### config.mk
export PLATFORM = sky130hd
export DESIGN_NAME = id_ex_stage
export DESIGN_NICKNAME = d
export VERILOG_FILES = /design/src/rtl/id_ex_stage.sv
export SDC_FILE = /design/constraint.sdc
export NUM_CORES = 1
export LEC_CHECK = 0
export ABC_AREA = 1
export CAP_MARGIN = 20
export CORE_ASPECT_RATIO = 0.5
export CORE_UTILIZATION = 35
export DETAILED_ROUTE_END_ITERATION = 10
export GPL_TIMING_DRIVEN = 0
export MAX_ROUTING_LAYER = met4
export PLACE_DENSITY_LB_ADDON = 0.2
export SLEW_MARGIN = 40
export SYNTH_ARGS = -nofsm -noshare
export SYNTH_HDL_FRONTEND = slang
export SYNTH_SLANG_ARGS = --single-unit
### constraint.sdc
create_clock -name clk -period 1.7 [get_ports clk]
set_input_delay 0.34 -clock clk [delete_from_list [all_inputs] [get_ports clk]]
set_output_delay 0.34 -clock clk [all_outputs]
set_load 0.1 [all_outputs]
### src/rtl/id_ex_stage.sv
// RV32I decode-to-execute stage: decodes ALU ops and operands into a valid/ready register.
// Define ID_EX_SKID_EN to build a two-entry main/skid buffer with a registered in_ready.
module id_ex_stage (
  input  logic        clk,
  input  logic        rst_n,
  input  logic        flush,
  input  logic        in_valid,
  output logic        in_ready,
  input  logic [31:0] in_instr,
  input  logic [31:0] in_pc,
  input  logic [31:0] in_rs1_data,
  input  logic [31:0] in_rs2_data,
  output logic        out_valid,
  input  logic        out_ready,
  output logic [31:0] alu_a,
  output logic [31:0] alu_b,
  output logic [3:0]  alu_op,
  output logic [4:0]  rd,
  output logic        reg_write,
  output logic        illegal
);

  localparam logic [3:0] OP_ADD  = 4'd0;
  localparam logic [3:0] OP_SUB  = 4'd1;
  localparam logic [3:0] OP_XOR  = 4'd2;
  localparam logic [3:0] OP_OR   = 4'd3;
  localparam logic [3:0] OP_AND  = 4'd4;
  localparam logic [3:0] OP_SLL  = 4'd5;
  localparam logic [3:0] OP_SRL  = 4'd6;
  localparam logic [3:0] OP_SRA  = 4'd7;
  localparam logic [3:0] OP_SLT  = 4'd8;
  localparam logic [3:0] OP_SLTU = 4'd9;

  localparam logic [6:0] OPC_REG   = 7'b0110011;
  localparam logic [6:0] OPC_IMM   = 7'b0010011;
  localparam logic [6:0] OPC_LUI   = 7'b0110111;
  localparam logic [6:0] OPC_AUIPC = 7'b0010111;
  localparam logic [6:0] F7_ZERO   = 7'b0000000;
  localparam logic [6:0] F7_ALT    = 7'b0100000;

  typedef struct packed {
    logic [31:0] a;
    logic [31:0] b;
    logic [3:0]  op;
    logic [4:0]  rd;
    logic        reg_write;
    logic        illegal;
  } entry_t;

  function automatic logic [3:0] base_op(input logic [2:0] f3);
    case (f3)
      3'b000:  base_op = OP_ADD;
      3'b001:  base_op = OP_SLL;
      3'b010:  base_op = OP_SLT;
      3'b011:  base_op = OP_SLTU;
      3'b100:  base_op = OP_XOR;
      3'b101:  base_op = OP_SRL;
      3'b110:  base_op = OP_OR;
      3'b111:  base_op = OP_AND;
      default: base_op = OP_ADD;
    endcase
  endfunction

  function automatic entry_t decode(input logic [31:0] instr, input logic [31:0] pc,
                                    input logic [31:0] rs1, input logic [31:0] rs2);
    entry_t      e;
    logic        legal;
    logic [2:0]  f3;
    logic [6:0]  f7;
    logic [31:0] a;
    logic [31:0] b;
    logic [3:0]  op;
    f3    = instr[14:12];
    f7    = instr[31:25];
    legal = 1'b1;
    a     = 32'd0;
    b     = 32'd0;
    op    = OP_ADD;
    case (instr[6:0])
      OPC_REG: begin
        a = rs1;
        b = rs2;
        if (f7 == F7_ZERO) begin
          op = base_op(f3);
        end else if ((f7 == F7_ALT) && (f3 == 3'b000)) begin
          op = OP_SUB;
        end else if ((f7 == F7_ALT) && (f3 == 3'b101)) begin
          op = OP_SRA;
        end else begin
          legal = 1'b0;
        end
      end
      OPC_IMM: begin
        a = rs1;
        b = {{20{instr[31]}}, instr[31:20]};
        case (f3)
          3'b001: begin
            if (f7 == F7_ZERO) begin
              op = OP_SLL;
            end else begin
              legal = 1'b0;
            end
          end
          3'b101: begin
            if (f7 == F7_ZERO) begin
              op = OP_SRL;
            end else if (f7 == F7_ALT) begin
              op = OP_SRA;
            end else begin
              legal = 1'b0;
            end
          end
          default: op = base_op(f3);
        endcase
      end
      OPC_LUI: begin
        b = {instr[31:12], 12'd0};
      end
      OPC_AUIPC: begin
        a = pc;
        b = {instr[31:12], 12'd0};
      end
      default: legal = 1'b0;
    endcase
    // Illegal words still travel the pipe, but as an inert ADD of zeros.
    e.a         = legal ? a  : 32'd0;
    e.b         = legal ? b  : 32'd0;
    e.op        = legal ? op : OP_ADD;
    e.rd        = instr[11:7];
    e.reg_write = legal && (instr[11:7] != 5'd0);
    e.illegal   = !legal;
    return e;
  endfunction

  entry_t dec_s;
  entry_t main_r;
  logic   main_valid_r;

  // Decode the presented instruction every cycle.
  always_comb begin
    dec_s = decode(in_instr, in_pc, in_rs1_data, in_rs2_data);
  end

  assign out_valid = main_valid_r;
  assign alu_a     = main_r.a;
  assign alu_b     = main_r.b;
  assign alu_op    = main_r.op;
  assign rd        = main_r.rd;
  assign reg_write = main_r.reg_write;
  assign illegal   = main_r.illegal;

`ifdef ID_EX_SKID_EN
  entry_t skid_r;
  logic   skid_valid_r;
  logic   in_ready_r;
  logic   in_xfer_s;
  logic   out_xfer_s;

  assign in_ready   = in_ready_r;
  assign in_xfer_s  = in_valid && in_ready_r;
  assign out_xfer_s = main_valid_r && out_ready;

  // Main/skid buffer; in_ready_r tracks "skid empty" one edge ahead.
  always_ff @(posedge clk) begin
    if (!rst_n) begin
      main_r       <= '0;
      skid_r       <= '0;
      main_valid_r <= 1'b0;
      skid_valid_r <= 1'b0;
      in_ready_r   <= 1'b0;
    end else if (flush) begin
      main_r       <= '0;
      skid_r       <= '0;
      main_valid_r <= 1'b0;
      skid_valid_r <= 1'b0;
      in_ready_r   <= 1'b1;
    end else if (skid_valid_r) begin
      if (out_xfer_s) begin
        main_r       <= skid_r;
        skid_valid_r <= 1'b0;
        in_ready_r   <= 1'b1;
      end else begin
        in_ready_r   <= 1'b0;
      end
    end else if (main_valid_r && !out_ready) begin
      if (in_xfer_s) begin
        skid_r       <= dec_s;
        skid_valid_r <= 1'b1;
        in_ready_r   <= 1'b0;
      end else begin
        in_ready_r   <= 1'b1;
      end
    end else begin
      if (in_xfer_s) begin
        main_r       <= dec_s;
        main_valid_r <= 1'b1;
      end else begin
        main_valid_r <= 1'b0;
      end
      in_ready_r <= 1'b1;
    end
  end
`else
  assign in_ready = !main_valid_r || out_ready;

  // Single pipeline register: load on accept, empty on drain.
  always_ff @(posedge clk) begin
    if (!rst_n) begin
      main_r       <= '0;
      main_valid_r <= 1'b0;
    end else if (flush) begin
      main_r       <= '0;
      main_valid_r <= 1'b0;
    end else if (in_valid && in_ready) begin
      main_r       <= dec_s;
      main_valid_r <= 1'b1;
    end else if (out_ready) begin
      main_valid_r <= 1'b0;
    end else begin
      main_valid_r <= main_valid_r;
    end
  end
`endif

endmodule
==> results_dict.tcl <==
set metrics [dict create \
    nFillCells 1071 \
    first_pass_iters 5 \
    skew_ns 0.00625 \
    endpoint "alu_b[23]" \
    dp_hpwl_um 11400 \
    worst_slack_ns 0.0534 \
    crit_path_start_kind "primary input" \
    io_pins 210 \
    clk_pin_slew_ns 0.06 \
    hold_start "alu_a[25]" \
    vias_per_cell 5.01 \
    yosys.area.top_type_share 0.370 \
    ys_async_sr_fraction 0 \
    numCtsBuffers 9 \
    grt_pass1_wl_um 24400 \
    crit_fanout 6 \
    grt_util_all_layers 0.264 \
    reg2reg_depth 6 \
    drive_gt1_frac 0.215 \
    vias 5417 \
    drt_iter0_markers 457 \
    start_util 0.367 \
    fp-row-count 27 \
    grt_max_degree 14 \
    rr_endpoint "alu_b[23]" \
    place.gp.congestion 0.940 \
    synth-seq-cells 76 \
    rsz0062_at_grt "true" \
    critPathRequiredTime_ns 1.97 \
    finalHoldViolations 0 \
    port_buffers 209 \
    finalCriticalPeriod_ns 1.65 \
    final_area_um2 6940 \
    finalSetupViolCount 0 \
    synth.distinct_cells 19 \
    crit_path_end_kind "flip-flop" \
    antenna_found_initial 0 \
    synth_edf_count 0 \
    synth_area_leaders "dfxtp_1 (37%), nand2_1 (24%), nand3_1 (14%)" \
    clock_path_buffers 2 \
    yosysSeqAreaShare 0.370 \
    hold_path_class "flip-flop to flip-flop" \
    worst-setup-path-type "primary input to flip-flop" \
    relSlewSlack 0.593 \
    leakage_uw 0.00318 \
    grt_overflow_total 0 \
    postRouteWirelength_um 16500 \
    antennaDiodeCount 0 \
    clk_latency_ns 0.34 \
    dieWidth_um 155 \
    yosys.area.top_type "dfxtp_1" \
    syn_inst 673 \
    crit_start "in_instr[26]" \
    avgSynthCellArea_um2 6.11 \
    first_global_vias 4893 \
    status "completed" \
    die-area_um2 12200 \
    power_uw 4570 \
    fin_nets 1050 \
    cap_violations 0 \
    placed_area_um2 6050 \
    syn_area_um2 4120 \
    multi_input_area_um2 2350 \
    clock-root-buffer "clkbuf_16" \
    yosys.cell_count.top_type "nand2_1" \
    drc_errors 0 \
    drv_slew 0 \
    reg2reg_from "out_valid" \
    synth.cells.most_frequent "nand2_1 (268), nand3_1 (114), a21oi_1 (87)" \
    place_ws_ns -0.744 \
    cts_tree "done" \
    synth_flop_cell "dfxtp_1" \
    fin_crit_sh 0.969 \
    power_density_nw_per_um2 659 \
    drtAntennaViolNets 0 \
    yosys_warnings 0 \
    cp.arrival_ns 1.92 \
    max_freq_mhz 607 \
    htreeDepth 3 \
    worst_pin_slew_ns 0.611 \
    syn_nets 806 \
    wl_per_cell_um 15.3 \
    core-area_um2 11200 \
    regArea_um2 1530 \
    ir_drop_uv 394 \
    area_growth_pct 68.6 \
    worst-r2r-setup-slack_ns 0.27 \
    numClockSinks 76 \
    dieHeight_um 78.7 \
]
-- layout make-up --
cell class,instances,share of cell area
clock inverter,7,0.0132
tap,159,0.0287
buffer,48,0.0516
timing repair buffer,234,0.292
clock buffer,9,0.0325
sequential,76,0.220
inverter,43,0.0236
multi-input combinational,505,0.338
-- cells in the final DEF, fill, tap and decap left out, types with 7 or more instances in the layout --
cell / n
a21oi_1: 78
a21oi_2: 9
buf_2: 84
buf_4: 16
buf_8: 8
clkbuf_1: 8
clkbuf_16: 15
clkbuf_2: 14
clkbuf_4: 7
clkdlybuf4s50_1: 115
dfxtp_1: 75
dlygate4sd2_1: 10
inv_1: 37
nand2_1: 260
nand3_1: 113
nor2_1: 11
nor2_4: 8
-- routing by layer --
layer  vias to the layer above  routed length, µm  share of wire  GRT usage
li1                       2658                  -              -          -
met1                      2491               7320           0.44      0.335
met2                       247               7620           0.46      0.431
met3                        21               1370          0.083     0.0530
met4                         0                194          0.012     0.0627
met5                         -                  0              0          -
-- cells by family after synthesis --
logic type,synth area share
AOI/OAI and AO/OA,0.117
buffers and inverters,0.0961
DFF,0.370
and+or+nand+nor,0.417
-- worst max-delay path, cell delays in order --
cell and delay, ns:
dlygate4sd2_1 0.28, nor2_2 0.13, nand2_2 0.12, nor2_4 0.14
nor2_1 0.06, nor2_2 0.19, nor2_2 0.07, nand2_4 0.12
buf_12 0.15, buf_6 0.13, nand2_1 0.08, a21oi_2 0.12
-- what timing repair did --
| action | 4_1_cts | 5_1_grt |
|---|---|---|
| cloned | 1 | 7 |
| endpoints found under the setup margin | 76 | 75 |
| hold buffers | 0 | 0 |
| endpoints found under the hold margin | 0 | 0 |
| setup buffers | 15 | 2 |
| resized for setup | 67 | 58 |
| pin swaps | 8 | 12 |
-- per-stage QoR --
step	cells	hold slack (ns)	setup TNS (ns)	util
2_1_floorplan	673	0.487	0	-
3_3_place_gp	1041	0.451	-52.45	0.574
3_5_place_dp	1041	0.452	-45.50	0.539
4_1_cts	1073	0.461	-0.0561	0.591
5_1_grt	1081	0.478	-0.284	0.619
6_report	1081	0.460	0	0.619
-- worst min-delay path by stage --
stage,endpoint,slack [ns],depth (start not counted)
floorplan,rd[1],0.49,2
global placement,alu_a[7],0.45,2
detailed placement,alu_op[2],0.45,2
CTS,alu_op[2],0.46,2
global route,alu_a[0],0.48,2
finish,alu_a[25],0.46,2
-- power by group --
group	leakage (µW)	total, µW	switching [µW]	internal, µW
logic	0.00241	708	363	345
registers	0.000613	1790	4.54	1790
clock network	0.000155	2070	794	1280
total	0.00318	4570	1160	3410
-- state kept, by name (all words and copies together), names as in the netlist --
name       cells
alu_a         32
alu_b         32
rd             5
alu_op         4
illegal        1
out_valid      1
reg_write      1
Power figures use the tool's default switching activity.
